--- src/rtl/pll_mon_pkg.sv ---
// Shared types and defaults for the PLL clock monitor.
// Defaults assume a 16 MHz reference oscillator watching a 1 MHz PLL output.
package pll_mon_pkg;

  typedef enum logic [1:0] {
    IDLE    = 2'd0,
    ARM     = 2'd1,
    ACQUIRE = 2'd2,
    LOCKED  = 2'd3
  } pll_mon_state_t;

  localparam int unsigned REF_HZ = 16_000_000;
  localparam int unsigned MON_HZ = 1_000_000;

  localparam int DEF_PERIOD_W   = 8;
  localparam int DEF_EXPECTED   = int'(REF_HZ / MON_HZ);
  localparam int DEF_TOL        = 1;
  localparam int DEF_LOCK_COUNT = 8;
  localparam int DEF_TIMEOUT    = 64;

  // True when meas lies within expected +/- tol (inclusive). The lower bound
  // is tested as meas + tol >= expected so a tolerance larger than the
  // nominal period never wraps below zero.
  function automatic logic in_tol(input logic [31:0] meas,
                                  input logic [31:0] expected,
                                  input logic [31:0] tol);
    return ((meas + tol) >= expected) && (meas <= (expected + tol));
  endfunction

endpackage

--- src/rtl/pll_mon_edge_sync.sv ---
// Brings an asynchronous clock-like signal into the local clock domain and
// produces a one-cycle pulse for each rising transition.
module pll_mon_edge_sync (
  input  logic clk,
  input  logic rst_n,
  input  logic sig,
  output logic rise
);

  logic sync_p0;
  logic sync_p1;
  logic hist_p2;

  // Two metastability flops, then one history flop for the edge compare
  always_ff @(posedge clk or negedge rst_n) begin
    if (!rst_n) begin
      sync_p0 <= 1'b0;
      sync_p1 <= 1'b0;
      hist_p2 <= 1'b0;
    end else begin
      sync_p0 <= sig;
      sync_p1 <= sync_p0;
      hist_p2 <= sync_p1;
    end
  end

  assign rise = sync_p1 & ~hist_p2;

endmodule

--- src/rtl/pll_clock_monitor.sv ---
// PLL lock monitor: measures the PLL output period in reference cycles,
// declares lock after LOCK_COUNT consecutive in-tolerance periods, and
// reports faults and stalls. Define PLL_MON_HIST_EN to add running
// period_min / period_max outputs.
module pll_clock_monitor
  import pll_mon_pkg::*;
#(
  parameter int PERIOD_W   = DEF_PERIOD_W,
  parameter int EXPECTED   = DEF_EXPECTED,
  parameter int TOL        = DEF_TOL,
  parameter int LOCK_COUNT = DEF_LOCK_COUNT,
  parameter int TIMEOUT    = DEF_TIMEOUT
) (
  input  logic                REFERENCECLK,
  input  logic                RESET,
  input  logic                enable,
  input  logic                mon_clk,
  input  logic                clear,
  output logic                locked,
  output logic [PERIOD_W-1:0] period,
  output logic                period_valid,
  output logic                fault,
  output logic                fault_sticky,
  output logic                stall
`ifdef PLL_MON_HIST_EN
  ,
  output logic [PERIOD_W-1:0] period_min,
  output logic [PERIOD_W-1:0] period_max
`endif
);

  localparam int GCW = (LOCK_COUNT < 2) ? 1 : $clog2(LOCK_COUNT + 1);

  localparam logic [PERIOD_W-1:0] CNT_MAX   = '1;
  localparam logic [PERIOD_W-1:0] TIMEOUT_V = PERIOD_W'(TIMEOUT);
  localparam logic [GCW-1:0]      LOCK_LAST = GCW'(LOCK_COUNT - 1);

  pll_mon_state_t      state;
  logic [PERIOD_W-1:0] cnt;
  logic [GCW-1:0]      good_cnt;
  logic                mon_edge;
  logic [PERIOD_W:0]   meas_ext;
  logic                good;
  logic                timeout;

  pll_mon_edge_sync u_edge_sync (
    .clk   (REFERENCECLK),
    .rst_n (RESET),
    .sig   (mon_clk),
    .rise  (mon_edge)
  );

  // One spare bit keeps the tolerance compare free of wrap-around
  assign meas_ext = {1'b0, cnt};
  assign good     = in_tol(32'(meas_ext), 32'(EXPECTED), 32'(TOL));
  // An edge landing on the timeout cycle is a measurement, not a stall
  assign timeout  = (cnt == TIMEOUT_V) && !mon_edge;

  // Period counter: held at zero while idle, restarts at 1 on each edge
  always_ff @(posedge REFERENCECLK or negedge RESET) begin
    if (!RESET) begin
      cnt <= '0;
    end else if (state == IDLE) begin
      cnt <= '0;
    end else if (mon_edge) begin
      cnt <= PERIOD_W'(1);
    end else if (cnt != CNT_MAX) begin
      cnt <= cnt + PERIOD_W'(1);
    end
  end

  // Lock state machine with registered status, measurement and pulse outputs
  always_ff @(posedge REFERENCECLK or negedge RESET) begin
    if (!RESET) begin
      state        <= IDLE;
      good_cnt     <= '0;
      locked       <= 1'b0;
      period       <= '0;
      period_valid <= 1'b0;
      fault        <= 1'b0;
      fault_sticky <= 1'b0;
      stall        <= 1'b0;
    end else begin
      period_valid <= 1'b0;
      fault        <= 1'b0;
      stall        <= 1'b0;
      // A fault raised below in the same cycle overrides this clear
      fault_sticky <= fault_sticky & ~clear;

      if (!enable) begin
        state    <= IDLE;
        good_cnt <= '0;
        locked   <= 1'b0;
      end else begin
        case (state)
          IDLE: begin
            state    <= ARM;
            good_cnt <= '0;
          end

          ARM: begin
            // First edge only establishes a reference point
            if (mon_edge) begin
              state    <= ACQUIRE;
              good_cnt <= '0;
            end
          end

          ACQUIRE: begin
            if (mon_edge) begin
              period       <= cnt;
              period_valid <= 1'b1;
              if (good) begin
                good_cnt <= good_cnt + GCW'(1);
                if (good_cnt == LOCK_LAST) begin
                  state  <= LOCKED;
                  locked <= 1'b1;
                end
              end else begin
                good_cnt <= '0;
              end
            end else if (timeout) begin
              state    <= ARM;
              good_cnt <= '0;
              stall    <= 1'b1;
            end
          end

          LOCKED: begin
            if (mon_edge) begin
              period       <= cnt;
              period_valid <= 1'b1;
              if (!good) begin
                state        <= ACQUIRE;
                good_cnt     <= '0;
                locked       <= 1'b0;
                fault        <= 1'b1;
                fault_sticky <= 1'b1;
              end
            end else if (timeout) begin
              state        <= ARM;
              good_cnt     <= '0;
              locked       <= 1'b0;
              stall        <= 1'b1;
              fault        <= 1'b1;
              fault_sticky <= 1'b1;
            end
          end

          default: begin
            state    <= IDLE;
            good_cnt <= '0;
            locked   <= 1'b0;
          end
        endcase
      end
    end
  end

`ifdef PLL_MON_HIST_EN
  // Running extremes of reported periods; clear restarts the window and a
  // sample arriving with clear becomes the first sample of the new window
  always_ff @(posedge REFERENCECLK or negedge RESET) begin
    if (!RESET) begin
      period_min <= '1;
      period_max <= '0;
    end else if (clear) begin
      if (period_valid) begin
        period_min <= period;
        period_max <= period;
      end else begin
        period_min <= '1;
        period_max <= '0;
      end
    end else if (period_valid) begin
      if (period < period_min) period_min <= period;
      if (period > period_max) period_max <= period;
    end
  end
`endif

endmodule

--- config.mk ---
export PLATFORM = sky130hd
export DESIGN_NAME = pll_clock_monitor
export DESIGN_NICKNAME = d
export VERILOG_FILES = /design/src/rtl/pll_mon_pkg.sv /design/src/rtl/pll_mon_edge_sync.sv /design/src/rtl/pll_clock_monitor.sv
export SDC_FILE = /design/constraint.sdc
export NUM_CORES = 1
export LEC_CHECK = 0
export ABC_AREA = 0
export BUFFER_PORTS_ARGS = -buffer_cell sky130_fd_sc_hd__buf_4
export CORE_UTILIZATION = 40
export DETAILED_ROUTE_END_ITERATION = 16
export SETUP_SLACK_MARGIN = 0.4
export SLEW_MARGIN = 5
export SYNTH_ARGS = -nofsm -noshare
export SYNTH_HDL_FRONTEND = slang
export SYNTH_SLANG_ARGS = --single-unit
export TNS_END_PERCENT = 50
--- constraint.sdc ---
create_clock -name REFERENCECLK -period 2.7 [get_ports REFERENCECLK]
set_input_delay 0.54 -clock REFERENCECLK [delete_from_list [all_inputs] [get_ports REFERENCECLK]]
set_output_delay 0.54 -clock REFERENCECLK [all_outputs]
set_load 0.01 [all_outputs]
==> results of run 1 <==
-- state kept, by name (all words and copies together) (netlist names) --
register	count
cnt	8
period	8
good_cnt	4
state	2
fault	1
fault_sticky	1
locked	1
period_valid	1
stall	1
u_edge_sync.hist_p2	1
u_edge_sync.sync_p0	1
u_edge_sync.sync_p1	1
-- cell usage in the layout, fill, tap and decap left out, drive strengths merged, types with 2 or more instances in the layout --
| master | Yosys | final |
|---|---|---|
| a211oi | 6 | 6 |
| o22ai | 2 | 2 |
| a21oi | 10 | 10 |
| a311oi | 2 | 2 |
| clkbuf | 2 | 7 |
| buf | 9 | 18 |
| nor3 | 5 | 5 |
| o31ai | 2 | 2 |
| xnor2 | 3 | 3 |
| nand3 | 8 | 8 |
| a31oi | 4 | 4 |
| nand4 | 4 | 4 |
| nor2b | 2 | 2 |
| ha | 4 | 4 |
| a211o | 2 | 2 |
| nand2 | 27 | 27 |
| or2 | 3 | 3 |
| a21o | 2 | 2 |
| inv | 11 | 11 |
| and3 | 3 | 3 |
| o21ai | 7 | 7 |
| dfrtp | 30 | 30 |
| or3 | 2 | 2 |
| o21a | 2 | 2 |
| nor2 | 14 | 14 |
-- where the power goes --
group          switching [mW]  internal [mW]  total [mW]
clock                   0.167          0.205       0.372
sequential             0.0208          0.464       0.485
combinational          0.0513         0.0325      0.0839
-- metrics by stage --
stage | setup WS, ps | cells | power [mW] | utilization | hold WS, ps
2_1_floorplan | 887 | 179 | 0.542 | - | 244
3_3_place_gp | 743 | 236 | 0.576 | 0.442 | 340
3_5_place_dp | 655 | 236 | 0.577 | 0.442 | 341
4_1_cts | 644 | 244 | 0.951 | 0.464 | 180
5_1_grt | 480 | 244 | 0.982 | 0.464 | 196
6_report | 647 | 244 | 0.941 | 0.464 | 170
-- routing by layer --
metal  part of all wire  vias to the layer above
met5                  0                        -
met4              0.032                        0
met3              0.035                       11
met2               0.45                       31
met1               0.49                      644
li1                   -                      664
-- layout make-up --
type	instances	area, sq um
fillers	394	2140
well taps	50	62.6
clock buffers	7	86.3
clock inverters	1	5.00
inverters	11	41.3
multi-input cells	127	777
repair buffers	18	135
flip-flops and latches	30	751
-- critical path, delay by kind of cell, from the launching register on --
kind	cells	cell delay, ps
flops	1	480
simple gates	1	360
compound gates	4	790
fa+ha+maj	1	300
-- final timing paths --
path	from	to	slack, ps	depth (start not counted)
min in group REFERENCECLK	u_edge_sync.sync_p0	u_edge_sync.sync_p1	360	0
worst min-delay path	RESET	period[2]	170	1
worst max-delay path	cnt[0]	locked	650	6
worst min register to register	u_edge_sync.sync_p0	u_edge_sync.sync_p1	360	0
worst max register to register	cnt[0]	locked	650	6
max in group asynchronous	RESET	state[1]	2240	1
-- kinds of logic (layout without fill, tap and decap cells) --
family                   Yosys count  count (layout)  synth area share
flip-flops                        30              30             0.453
adder cells (fa/ha/maj)            4               4            0.0302
buffers and inverters             22              37            0.0785
multiplexers                       1               1           0.00604
AO/OA/AOI/OAI                     44              44             0.192
XOR/XNOR                           3               3            0.0159
AND/OR/NAND/NOR                   75              75             0.224
==> summary.txt, run 1 <==
Min-Delay Path Class -> input port to asynchronous set/reset pin
Critical Path RT -> 2860 ps
Seq/Total Area, Yosys -> 0.453
Synth area leader -> dfrtp_1
status -> finished clean
gpl congestion -> 0.887
chip height -> 66.4 um
Final setup viols -> 0
Crit Path Max Fanout -> 9
total CTS buffers -> 5
Most used DFF post-synth -> dfrtp_1
Port Buffers -> 17
Iteration-0 DRC Markers -> 43
largest net degree at the start of global routing -> 31
Leakage Power -> 0.854 nW
fraction of layout cells with a size suffix above 1 -> 0.186
Sum Neg Setup Slack -> 0 ps
drt via density -> 5.53
TritonCTS Sinks -> 30
asr flop ratio synth -> 1.00
slowest stage delay, CP -> 480 ps
final WL -> 3440 um
vias in the first global route -> 1250
GR Layer Usage met2 -> 0.256
Final Cell Area -> 1860 sq um
Clock Root Buffer -> clkbuf_8
remaining antenna violation count -> 0
DRC viols -> 0
CP Cell Sequence -> ha_1 -> and4_1 -> o21ai_0 -> a211oi_1 -> o41a_1 -> o211ai_1
Slew Viols, Final -> 0
most common cell in the netlist -> dfrtp_1
IO Count -> 18
final hold viol count -> 0
met3 global-route usage -> 0.0534
Die W -> 66.4 um
WL/cell -> 14.1 um
CP arrival -> 2220 ps
crit path launch type -> flip-flop
area post-placement -> 1770 sq um
Worst setup EP type -> flip-flop
nets@finish -> 202
post-cts sizing count -> 0
postcts setup bufs -> 0
Final Cycle Share -> 0.760
CTS tree -> built
Peak VDD IR -> 0.000221 V
GRT Max-Usage Layer -> met2
cells after synthesis -> 179
GRT Overall Usage -> 0.181
EDFF count, synth -> 0
Worst-path clk slew -> 70 ps
CTS Buffer Depth -> 2
skew final -> 6.98 ps
Tmin final -> 2050 ps
Hold Buf Count CTS -> 0
Seq cells post-synth -> 30
f_max -> 487 MHz
# H-tree levels -> 2
DIE AREA -> 4410 sq um
RSZ-0062 raised after global routing -> false
main area contributors after synthesis -> dfrtp_1 45%, nand2_1 6.1%, nor2_1 3.2%
syn avg cell area -> 9.26 sq um
site row count -> 23
Antenna Cells -> 0
synthesis warning total -> 0
total grt overflow -> 0
Worst Max-Slew Pin Slew -> 663 ps
max_cap viols -> 0
area of the mapped netlist -> 1660 sq um
initial antenna violation count -> 0
Cell Pwr Density -> 506 nW/um^2
1st-pass router iterations -> 4
DPL Wire Length -> 2420 um
Worst path slowest cell -> dfrtp_1
Crit Path Class -> flip-flop to flip-flop
worst rel slew slack -> 0.555
Unique masters post-synth -> 48
met1 GRT Util -> 0.235
commonest cells in the netlist -> 30 x dfrtp_1, 27 x nand2_1, 14 x nor2_1, 11 x inv_1, 9 x a21oi_1
starting density of the core -> 0.414
syn_nets -> 188
routed vias -> 1350
share of the synthesized area in the top cell type -> 0.453
first-pass GRT wire length -> 5820 um
Syn-to-layout area delta -> 12.1%
Core ar. -> 4000 sq um
clock latency on the worst-skew pair -> 290 ps
Power figures use the tool's default switching activity.
==> run 2: changes to the inputs <==
- clock period: 2.7 -> 2.1 ns (I/O delays scaled with it)
==> summary.txt, run 2 (same netlist as run 1, synthesis figures left out) <==
DRC viols -> 0
pre-CTS WS -> 183 ps
Antenna Cells -> 0
Port Buffers -> 17
final WL -> 4110 um
vias in the first global route -> 1293
Design Power -> 1.28 mW
site row count -> 23
chip height -> 66.4 um
status -> finished clean
Crit Path Max Fanout -> 8
Cell Pwr Density -> 603 nW/um^2
initial antenna violation count -> 0
# H-tree levels -> 2
nets@finish -> 218
total CTS buffers -> 5
power share of the clock group -> 0.372
Core Util, Final -> 0.532
Tmin final -> 1800 ps
CTS tree -> built
Clock Root Buffer -> clkbuf_8
CTS Buffer Depth -> 2
Crit Path Class -> flip-flop to flip-flop
TritonCTS Sinks -> 30
Iteration-0 DRC Markers -> 68
WL/cell -> 15.8 um
DIE AREA -> 4410 sq um
Combinational Power Share -> 0.140
DP Cell Count -> 238
Core ar. -> 4000 sq um
RSZ-0062 raised after global routing -> true
clock latency on the worst-skew pair -> 290 ps
Final setup viols -> 0
Hold Buf Count CTS -> 0
crit path launch type -> flip-flop
Slew Viols, Final -> 0
Flop pwr share -> 0.488
Syn-to-layout area delta -> 28.4%
sw power -> 336 uW
remaining antenna violation count -> 0
skew final -> 4.71 ps
top flop regs -> cnt x8, period x8, good_cnt x4
Worst-path clk slew -> 60 ps
Non-Filler Instances -> 260
f_max -> 554 MHz
largest net degree at the start of global routing -> 31
starting density of the core -> 0.414
Crit. Startpoint -> cnt[4]
Switching Share -> 0.262
routed vias -> 1435
Worst Max-Slew Pin Slew -> 475 ps
fraction of layout cells with a size suffix above 1 -> 0.371
setup ws final -> 295 ps
Worst setup EP type -> flip-flop
GRT Overall Usage -> 0.185
CP arrival -> 2010 ps
worst rel slew slack -> 0.683
most frequent cells in the layout -> 34 x buf_4, 27 x nand2_1, 23 x dfrtp_1
IO Count -> 18
drt via density -> 5.52
first-pass GRT wire length -> 5970 um
Sum Neg Setup Slack -> 0 ps
Die W -> 66.4 um
Min-Delay Path Class -> input port to asynchronous set/reset pin
Critical Path RT -> 2300 ps
final hold viol count -> 0
commonest non-fill, non-tap cell in the layout -> buf_4
DPL Wire Length -> 2500 um
Peak VDD IR -> 0.000276 V
1st-pass router iterations -> 4
Final Cycle Share -> 0.859
Reg-to-Reg Start -> cnt[4]
Leakage Power -> 0.947 nW
total grt overflow -> 0
max_cap viols -> 0
internal power -> 946 uW
gpl congestion -> 0.875
## run 2: changes by cell type in the layout (fill, tap and decap cells not counted), moves of 3 or more
| cell | before | now |
|---|---|---|
| inv_2 | 0 | 3 |
| dfrtp_2 | 0 | 7 |
| dfrtp_1 | 30 | 23 |
| buf_4 | 18 | 34 |
| inv_1 | 11 | 8 |
| a211oi_1 | 5 | 1 |
## run 2: stage by stage
step	hold WS, ps	area (sq um)
6_report	54.5	2130
3_3_place_gp	343	1800
5_1_grt	73.1	2130
2_1_floorplan	124	1680
4_1_cts	66.5	2040
3_5_place_dp	339	1800
## run 2: power by group through the flow
stage	registers, mW	logic (mW)	clock network (mW)
after floorplan	0.627	0.0751	0
after global placement	0.635	0.112	0
after detailed placement	0.637	0.113	0
after CTS	0.624	0.160	0.493
after global routing	0.629	0.191	0.515
final	0.627	0.180	0.477
## run 2: final timing paths
kind | to | slack [ps] | cells after the start
worst max register to register | good_cnt[1] | 300 | 6
worst min-delay path | period[3] | 50 | 1
min in group REFERENCECLK | u_edge_sync.sync_p0 | 240 | 1
max in group asynchronous | cnt[0] | 1740 | 1
worst max-delay path | good_cnt[1] | 300 | 6
worst min register to register | u_edge_sync.sync_p1 | 350 | 0
## run 2: layout make-up
type,instances,area (sq um)
Inverter,11,41.3
Timing Repair Buffer,34,255
Clock inverter,1,5.00
Sequential cell,30,759
Tap cell,50,62.6
Fill cell,375,1870
Clock buffer,7,86.3
Multi-Input combinational cell,127,918
## run 2: worst max-delay path, stage by stage (launching register included)
cell and delay [ps]:
dfrtp_2 510, nand4_1 240, buf_4 220, nor2_4 210, a211o_1 210, nand4_1 130
o22ai_1 190
## run 2: timing repair
item,in CTS,in global routing
gates resized for setup,18,15
endpoints found under the setup margin,9,10
pin swaps,7,6
buffers inserted,11,3
## run 2: layer usage
layer	up-vias	GRT usage	share of wire
li1	689	-	-
met4	0	0.101	0.012
met5	-	0	0
met2	28	0.279	0.52
met1	711	0.244	0.43
met3	7	0.0414	0.038
